`config.mk`:
```
export PLATFORM = sky130hd
export DESIGN_NAME = sysreg_file
export DESIGN_NICKNAME = d
export VERILOG_FILES = /design/src/rtl/sysreg_file.sv
export SDC_FILE = /design/constraint.sdc
export NUM_CORES = 1
export LEC_CHECK = 0
export BUFFER_PORTS_ARGS = -buffer_cell sky130_fd_sc_hd__buf_2
export CORE_ASPECT_RATIO = 0.9
export CORE_MARGIN = 2
export CORE_UTILIZATION = 60
export CTS_BUF_LIST = sky130_fd_sc_hd__clkbuf_16
export DETAILED_ROUTE_END_ITERATION = 10
export PLACE_DENSITY = 0.79
export SYNTH_ARGS = -nofsm -noshare
export SYNTH_HDL_FRONTEND = slang
export SYNTH_SLANG_ARGS = --single-unit
```
`constraint.sdc`:
```
create_clock -name clk -period 3.75 [get_ports clk]
set_input_delay 0.375 -clock clk [delete_from_list [all_inputs] [get_ports clk]]
set_output_delay 0.375 -clock clk [all_outputs]
set_load 0.05 [all_outputs]
```
`src/rtl/sysreg_file.sv`:
```
// Per-core system register file: eight registers with one-hot writes, same-cycle read bypass,
// a loadable free-running cycle counter in reg 7 and a 2-entry acknowledge queue for control-packet writes.
module sysreg_file #(
  parameter int unsigned            DATA_W    = 32,
  parameter logic [DATA_W-1:0]      CNT_RESET = '0
) (
  input  logic              clk,
  input  logic              rst,
  input  logic [7:0]        sysreg_wen_vctr_i,
  input  logic              sysreg_w_terminate_i,
  input  logic [DATA_W-1:0] sysreg_wdata_i,
  input  logic [2:0]        rd_num_i,
  output logic [DATA_W-1:0] rd_data_o,
  output logic              term_ack_valid_o,
  input  logic              term_ack_ready_i,
  output logic [2:0]        term_ack_num_o,
  output logic              stall_o,
  output logic              wen_err_o,
  output logic              ack_ovf_o
);

  logic [DATA_W-1:0] r_regs [8];
  logic [2:0]        r_q [2];
  logic              r_head;
  logic [1:0]        r_count;
  logic              r_wen_err;
  logic              r_ack_ovf;

  logic       w_onehot;
  logic       w_multi;
  logic [2:0] w_idx;
  logic       w_full;
  logic       w_deq;
  logic       w_enq;
  logic       w_ovf;
  logic       w_tail;

  // NOTE: every signal assigned in always_comb gets a default first so no latch is inferred.
  always_comb begin
    w_idx = 3'd0;
    for (int i = 0; i < 8; i++) begin
      if (sysreg_wen_vctr_i[i]) w_idx = 3'(i);
    end
  end

  assign w_onehot = (sysreg_wen_vctr_i != 8'd0) &&
                    ((sysreg_wen_vctr_i & (sysreg_wen_vctr_i - 8'd1)) == 8'd0);
  assign w_multi  = (sysreg_wen_vctr_i != 8'd0) && !w_onehot;

  // A full queue still accepts a token when its head leaves in the same cycle.
  assign w_full = (r_count == 2'd2);
  assign w_deq  = (r_count != 2'd0) && term_ack_ready_i;
  assign w_enq  = sysreg_w_terminate_i && w_onehot && (!w_full || w_deq);
  assign w_ovf  = sysreg_w_terminate_i && w_onehot && w_full && !w_deq;
  assign w_tail = r_head ^ r_count[0];

  // NOTE: sequential state uses non-blocking assignments so all registers update from pre-edge values.
  // NOTE: the register array sits in ordinary flops, so it is reset like any other state.
  always_ff @(posedge clk) begin
    if (rst) begin
      for (int i = 0; i < 7; i++) r_regs[i] <= '0;
      r_regs[7] <= CNT_RESET;
      r_q[0]    <= 3'd0;
      r_q[1]    <= 3'd0;
      r_head    <= 1'b0;
      r_count   <= 2'd0;
      r_wen_err <= 1'b0;
      r_ack_ovf <= 1'b0;
    end else begin
      for (int i = 0; i < 7; i++) begin
        if (w_onehot && sysreg_wen_vctr_i[i]) r_regs[i] <= sysreg_wdata_i;
      end
      if (w_onehot && sysreg_wen_vctr_i[7]) r_regs[7] <= sysreg_wdata_i;
      else                                  r_regs[7] <= r_regs[7] + 1'b1;

      if (w_enq) r_q[w_tail] <= w_idx;
      if (w_deq) r_head <= ~r_head;
      r_count <= r_count + 2'(w_enq) - 2'(w_deq);

      if (w_multi) r_wen_err <= 1'b1;
      if (w_ovf)   r_ack_ovf <= 1'b1;
    end
  end

  assign rd_data_o = (w_onehot && sysreg_wen_vctr_i[rd_num_i]) ? sysreg_wdata_i : r_regs[rd_num_i];

  assign term_ack_valid_o = (r_count != 2'd0);
  assign term_ack_num_o   = r_q[r_head];
  assign stall_o          = w_full;
  assign wen_err_o        = r_wen_err;
  assign ack_ovf_o        = r_ack_ovf;

endmodule

```
==> results of run 1 <==
==> metal layers <==
layer | routed length [um] | vias to the layer above | GRT usage
met1 | 12300 | 4088 | 0.404
met2 | 14300 | 437 | 0.441
met5 | 0 | - | 0
met3 | 2810 | 55 | 0.0410
li1 | - | 3715 | -
met4 | 646 | 0 | 0.0754
==> layout by cell type (no fill, tap or decap), types with 2 or more instances in the layout <==
cell	count
sky130_fd_sc_hd__clkinv_2	2
sky130_fd_sc_hd__nand2b_1	34
sky130_fd_sc_hd__o21a_1	2
sky130_fd_sc_hd__and3_1	12
sky130_fd_sc_hd__o21ai_0	42
sky130_fd_sc_hd__a21oi_2	2
sky130_fd_sc_hd__clkinv_1	4
sky130_fd_sc_hd__or2_2	2
sky130_fd_sc_hd__mux2i_1	44
sky130_fd_sc_hd__buf_2	84
sky130_fd_sc_hd__ha_1	2
sky130_fd_sc_hd__a211oi_1	14
sky130_fd_sc_hd__edfxtp_1	262
sky130_fd_sc_hd__xnor2_1	14
sky130_fd_sc_hd__o21bai_1	2
sky130_fd_sc_hd__nand3_1	9
sky130_fd_sc_hd__nor2b_1	6
sky130_fd_sc_hd__conb_1	32
sky130_fd_sc_hd__buf_4	25
sky130_fd_sc_hd__nand2_1	62
sky130_fd_sc_hd__dfxtp_1	6
sky130_fd_sc_hd__mux2_2	5
sky130_fd_sc_hd__nand2b_2	6
sky130_fd_sc_hd__and4_1	5
sky130_fd_sc_hd__clkbuf_16	27
sky130_fd_sc_hd__bufinv_16	2
sky130_fd_sc_hd__inv_1	46
sky130_fd_sc_hd__and2_1	2
sky130_fd_sc_hd__buf_12	4
sky130_fd_sc_hd__mux4_2	66
sky130_fd_sc_hd__nor2_1	231
sky130_fd_sc_hd__xor2_1	17
sky130_fd_sc_hd__a21oi_1	8
sky130_fd_sc_hd__nand4_1	6
==> layout make-up <==
class,count,area (sq um)
sequential,268,7990
fill,1475,6380
multi-input combinational,636,4540
timing repair buffer,113,688
clock buffer,27,676
tap,286,358
inverter,37,139
clock inverter,18,128
==> logic make-up after synthesis <==
kind of cell,synth area share
and+or+nand+nor,0.130
muxes,0.155
AOI/OAI and AO/OA,0.0352
DFF,0.623
other,0.000292
xor gates and xnor gates,0.0212
adders and majority gates,0.00195
buffers and inverters,0.0343
==> Yosys cell counts (all sizes together), types with 9 or more instances <==
cell,n,share of area
edfxtp,262,0.61
nor2,231,0.068
mux4,66,0.12
nand2,62,0.018
clkbuf,61,0.018
mux2i,44,0.034
o21ai,44,0.017
nand2b,40,0.020
inv,37,0.011
xor2,17,0.012
a211oi,14,0.0082
buf,14,0.0053
xnor2,14,0.0096
and3,12,0.0059
a21oi,10,0.0042
nand3,9,0.0035
==> worst min path at each step <==
stage	from	to	depth (start not counted)
floorplan	r_head$_SDFFE_PP0P_	register	2
global placement	wen_err_o$_SDFFE_PP0P_	wen_err_o$_SDFFE_PP0P_	2
detailed placement	wen_err_o$_SDFFE_PP0P_	wen_err_o$_SDFFE_PP0P_	2
CTS	term_ack_ready_i	r_head$_SDFFE_PP0P_	4
global route	term_ack_ready_i	r_head$_SDFFE_PP0P_	4
finish	term_ack_ready_i	r_head$_SDFFE_PP0P_	4
==> report_power, final <==
part / switching (mW) / total [mW] / leakage (nW) / internal, mW
Clock: 1.07 / 2.50 / 0.428 / 1.43
Sequential: 0.0721 / 3.54 / 2.57 / 3.47
Combinational: 0.532 / 0.814 / 2.31 / 0.282
Total: 1.68 / 6.85 / 5.31 / 5.18
==> worst max-delay path: cells and delay by family <==
| kind | cells | cell delay [ps] |
|---|---|---|
| compound gates | 1 | 230 |
| buf+inv | 3 | 920 |
| mux | 2 | 800 |
| simple gates | 1 | 60 |
==> sequential cells by signal (all words and copies together) (netlist names), named ones only <==
name,flops
ack_ovf_o,1
r_count,2
r_q,6
r_head,1
wen_err_o,1
r_regs,256
==> reports/summary.log, run 1 <==
qor: cells_and_area.syn_to_final_growth 13.1%
qor: drt.vias_per_cell 5.99
qor: clock_tree.cts_root_buf sky130_fd_sc_hd__clkbuf_16
qor: sta.hold_viol 0
qor: clock_tree.cts_tree yes
qor: cells_and_area.layout.cell_area.non_filler 14,500 sq um
qor: sta.grt_setup_unrepaired false
qor: cells_and_area.num_antenna_cells 0
qor: yosys.synthesis.area 12,800 sq um
qor: clock_tree.holdBufCountCts 0
qor: clock_tree.clkLatencyLatePin 540 ps
qor: die.fp.dieH 143 um
qor: yosys.syn_inst 985
qor: min_path.hold_path.class input pin to register
qor: sta.timing.final.crit_share 0.741
qor: drt.drt-total-wl 30.1 mm
qor: clock_tree.cts.reportedPaths.clkPinSlew 60 ps
qor: run.timing.max_cap.violations 0
qor: sta.slew_headroom 0.463
qor: yosys.proportion_of_synthesized_chip_area_in_sequential_cells 0.623
qor: yosys.synth_ff_type sky130_fd_sc_hd__edfxtp_1
qor: sta.slew_violations 0
qor: clock_tree.post-cts-setup-buffers 0
qor: clock_tree.cts_made_buffers 27
qor: cells_and_area.finish.net_count 1,132
qor: yosys.ys_seq_elements 268
qor: yosys.synthesized_area_per_cell 13.0 sq um
qor: run_status.run_status finished clean
qor: sta.layout_min_cycle_time 2780 ps
qor: cells_and_area.utilization 0.695
qor: place.port-buffer-count 85
qor: sta.hold_ws 207 ps
qor: clock_tree.cts-htree-levels 1
qor: setup_path.path_cells buf_4, mux4_2, mux2i_1, nor3_4, buf_4, o21ai_0, buf_2
qor: drt.num_vias 8,295
qor: setup_path.cpPeakStageDelay 560 ps
qor: place.place.detailed.instances 1,340
qor: sta.clock-skew-final 8.91 ps
qor: cells_and_area.final_cell_count_without_fillers 1,385
qor: setup_path.critical_path.endpoint rd_data_o[21]
qor: sta.final-setup-viol-count 0
qor: yosys.ys_types 41
qor: global_routing.grt_max_degree 36
qor: place.place.detailed.hpwl 18.4 mm
qor: power.p_leak 5.31 nW
qor: die.core_area 20,900 sq um
qor: cells_and_area.post_route_cells_drive_above_1_share 0.208
qor: power.power_per_cell_area 472 nW/um^2
qor: place.placedInstanceArea 13,700 sq um
qor: setup_path.critical_path.max_fanout 32
qor: yosys.synth_enable_flop_cells 262
qor: setup_path.cp_slowest_cell sky130_fd_sc_hd__mux4_2
qor: setup_path.cp-end-kind primary output
qor: power.finalPower 6.85 mW
qor: setup_path.worstPathArrival 2400 ps
qor: drt.ant_nets 0
qor: drt.drcViolationCount 0
qor: global_routing.initial_antenna_violation_count 0
qor: sta.totalNegativeSetupSlack 0 ps
qor: setup_path.startpoint_type input pin
qor: clock_tree.ctsLongestPathBuffers 3
qor: die.start_util 0.614
qor: die.chipWidth 158 um
qor: die.core_rows 50
qor: sta.worst_slew_pin_slew 805 ps
qor: yosys.yosysWarningCount 0
qor: place.routabilityCongestion 0.840
qor: setup_path.crit-reg2reg-capture r_regs[7][28]$_SDFFCE_PP0P_
qor: sta.setup_ws 970 ps
qor: drt.dr.first_iter.drc_count 852
qor: drt.drt_pre_antenna_iters 5
qor: die.ioPinCount 86
qor: drt.wire_per_inst 21.7 um
qor: global_routing.first_global_vias 8,041
qor: clock_tree.post_cts_resized 0
qor: clock_tree.clkSinkCount 268
qor: global_routing.globalRouteTotalUtil 0.276
qor: setup_path.rr_startpoint r_regs[7][6]$_SDFFCE_PP0P_
qor: global_routing.grt_pass1_wl 45.9 mm
qor: setup_path.worst_setup_path_startpoint rd_num_i[0]
qor: sta.timing.fmax 360 MHz
qor: setup_path.rr_worst_depth 6
qor: global_routing.gr-total-overflow 0
qor: setup_path.r2r_slack 1460 ps
qor: setup_path.critical-path-top-cell-by-count sky130_fd_sc_hd__buf_4
qor: setup_path.setup.worst_path.class input pin to primary output
qor: die.die_area 22,600 sq um
qor: yosys.async_flop_share 0
qor: setup_path.timing.critical_path.required 3380 ps
qor: power.max-vdd-ir-drop 0.000412 V
qor: place.detailedPlace.worstSlack 957 ps
(Power assumes the default switching activity.)
==> run 2: changes to the inputs <==
- clock period: 3.75 -> 2.8 ns (I/O delays scaled with it)
==> reports/summary.log, run 2 (same netlist as run 1, synthesis figures left out) <==
qor: power.max-vdd-ir-drop 0.000406 V
qor: clock_tree.cts_root_buf sky130_fd_sc_hd__clkbuf_16
qor: sta.setup_ws 278 ps
qor: global_routing.grt_max_degree 40
qor: global_routing.grt.met2_usage 0.451
qor: sta.slew_violations 0
qor: sta.worst_slew_pin_slew 607 ps
qor: clock_tree.post-cts-setup-buffers 0
qor: drt.drcViolationCount 0
qor: cells_and_area.mostFrequentLayoutCell sky130_fd_sc_hd__edfxtp_1
qor: global_routing.initial_antenna_violation_count 0
qor: min_path.hold_path.class input pin to register
qor: global_routing.groute.layer.met3.usage 0.0300
qor: sta.timing.final.crit_share 0.901
qor: place.placedInstanceArea 13,700 sq um
qor: cells_and_area.post_route_cells_drive_above_1_share 0.210
qor: setup_path.cpPeakStageDelay 370 ps
qor: run_status.run_status finished clean
qor: cells_and_area.largest_reg_flops 256
qor: cells_and_area.layout.cells.most_common_list 262 x sky130_fd_sc_hd__edfxtp_1, 231 x sky130_fd_sc_hd__nor2_1, 84 x sky130_fd_sc_hd__buf_2
qor: clock_tree.clkSinkCount 268
qor: clock_tree.cts-htree-levels 1
qor: cells_and_area.layout.cell_area.non_filler 14,500 sq um
qor: power.power.share.sequential 0.527
qor: sta.grt_setup_unrepaired false
qor: sta.layout_min_cycle_time 2520 ps
qor: die.fp.dieH 143 um
qor: power.fraction_of_power_consumed_by_combinational_cells 0.121
qor: global_routing.groute.layer.met1.usage 0.383
qor: setup_path.critical-path-top-cell-by-count sky130_fd_sc_hd__buf_2
qor: global_routing.top_usage_layer met2
qor: sta.final-setup-viol-count 0
qor: setup_path.r2r_slack 470 ps
qor: setup_path.cp-end-kind primary output
qor: place.detailedPlace.worstSlack 347 ps
qor: drt.drt_pre_antenna_iters 5
qor: cells_and_area.final_cell_count_without_fillers 1,391
qor: power.power_per_cell_area 620 nW/um^2
qor: global_routing.grt_pass1_wl 45.2 mm
qor: place.place.detailed.instances 1,343
qor: die.start_util 0.614
qor: sta.timing.fmax 397 MHz
qor: setup_path.crit-reg2reg-capture r_regs[7][28]$_SDFFCE_PP0P_
qor: run.timing.max_cap.violations 0
qor: global_routing.first_global_vias 8,002
qor: cells_and_area.num_antenna_cells 0
qor: clock_tree.cts.reportedPaths.clkPinSlew 60 ps
qor: drt.drt-total-wl 29.8 mm
qor: sta.slew_headroom 0.596
qor: clock_tree.post_cts_resized 0
qor: setup_path.rr_startpoint r_regs[7][7]$_SDFFCE_PP0P_
qor: setup_path.timing.critical_path.required 2520 ps
qor: power.clockPowerShare 0.351
qor: clock_tree.cts_made_buffers 27
qor: power.swShare 0.249
qor: sta.totalNegativeSetupSlack 0 ps
qor: power.netSwitchingPower 2.24 mW
qor: setup_path.path_cells buf_2, nor4_4, o211ai_1, o211a_1, nor3_4, buf_4, nand2_1, o21ai_0, buf_2
qor: setup_path.worst_setup_path_startpoint sysreg_wen_vctr_i[1]
qor: sta.hold_viol 0
qor: setup_path.worstPathArrival 2240 ps
qor: die.chipWidth 158 um
qor: die.core_rows 50
qor: die.ioPinCount 86
qor: setup_path.critical_path.endpoint rd_data_o[19]
qor: setup_path.cp_slowest_cell sky130_fd_sc_hd__nor4_4
qor: setup_path.rr_worst_depth 6
qor: power.p_int 6.76 mW
qor: place.port-buffer-count 85
qor: global_routing.gr-total-overflow 0
qor: drt.vias_per_cell 5.92
qor: setup_path.setup.worst_path.class input pin to primary output
qor: place.routabilityCongestion 0.858
qor: global_routing.globalRouteTotalUtil 0.271
qor: cells_and_area.register_with_the_most_flip_flops r_regs
qor: setup_path.critical_path.max_fanout 32
qor: clock_tree.clkLatencyLatePin 540 ps
qor: power.p_leak 5.29 nW
qor: sta.clock-skew-final 15.2 ps
qor: die.die_area 22,600 sq um
qor: clock_tree.holdBufCountCts 0
qor: setup_path.startpoint_type input pin
qor: drt.dr.first_iter.drc_count 802
qor: die.core_area 20,900 sq um
qor: clock_tree.ctsLongestPathBuffers 3
qor: cells_and_area.layout.filler_cells 1,469
qor: place.place.detailed.hpwl 18.3 mm
qor: drt.ant_nets 0
qor: drt.wire_per_inst 21.4 um
qor: drt.num_vias 8,241
qor: cells_and_area.syn_to_final_growth 13.0%
qor: cells_and_area.reg.largest.list r_regs: 256 flops, r_q: 6 flops, r_count: 2 flops
qor: cells_and_area.finish.net_count 1,135
qor: clock_tree.cts_tree yes
==> run 2: changes by cell type in the layout (fill, tap and decap cells not counted), sizes merged <==
cell / before / now
clkinv: 6 / 12
buf: 113 / 116
inv: 47 / 44
bufinv: 2 / 0
clkinvlp: 0 / 2
==> run 2: critical path, delay by kind of cell <==
kind | cells | cell delay (ps)
and+or+nand+nor | 3 | 700
buffers and inverters | 3 | 790
AOI/OAI and AO/OA | 3 | 450
==> run 2: how the worst min path moves through the flow <==
| stage | startpoint | end | slack (ps) | cells past startpoint |
|---|---|---|---|---|
| 3_3_place_gp | wen_err_o$_SDFFE_PP0P_ | wen_err_o$_SDFFE_PP0P_ | 430 | 2 |
| 2_1_floorplan | term_ack_ready_i | register | 500 | 3 |
| 6_report | term_ack_ready_i | register | 120 | 4 |
| 3_5_place_dp | wen_err_o$_SDFFE_PP0P_ | wen_err_o$_SDFFE_PP0P_ | 430 | 2 |
| 4_1_cts | term_ack_ready_i | ack_ovf_o$_SDFFE_PP0P_ | 120 | 4 |
| 5_1_grt | term_ack_ready_i | register | 160 | 4 |
==> run 2: stage by stage <==
stage	power, mW	hold slack [ps]	util
after global placement	5.88	430	0.657
after floorplan	5.57	499	-
final	8.99	123	0.694
after global routing	9.25	159	0.694
after CTS	9.02	117	0.694
after detailed placement	5.91	434	0.657
==> run 2: layout make-up <==
type	count	area [sq um]	share of cell area
inverter	37	139	0.00958
clock inverter	21	90.1	0.00621
clock buffer	27	676	0.0466
multi-input combinational	636	4540	0.313
timing repair buffer	116	711	0.0490
sequential	268	7990	0.551
tap	286	358	0.0247
==> run 2: layer usage <==
metal	part of all wire	vias up
met5	0	-
met4	0.028	0
met3	0.078	65
met2	0.48	374
met1	0.41	4095
li1	-	3707
==> run 2: power groups by stage <==
stage / Clock [mW] / Combinational [mW] / Sequential [mW]
3_3_place_gp: 0 / 1.07 / 4.81
5_1_grt: 3.33 / 1.16 / 4.76
3_5_place_dp: 0 / 1.09 / 4.82
4_1_cts: 3.19 / 1.09 / 4.74
6_report: 3.16 / 1.09 / 4.74
2_1_floorplan: 0 / 0.785 / 4.79
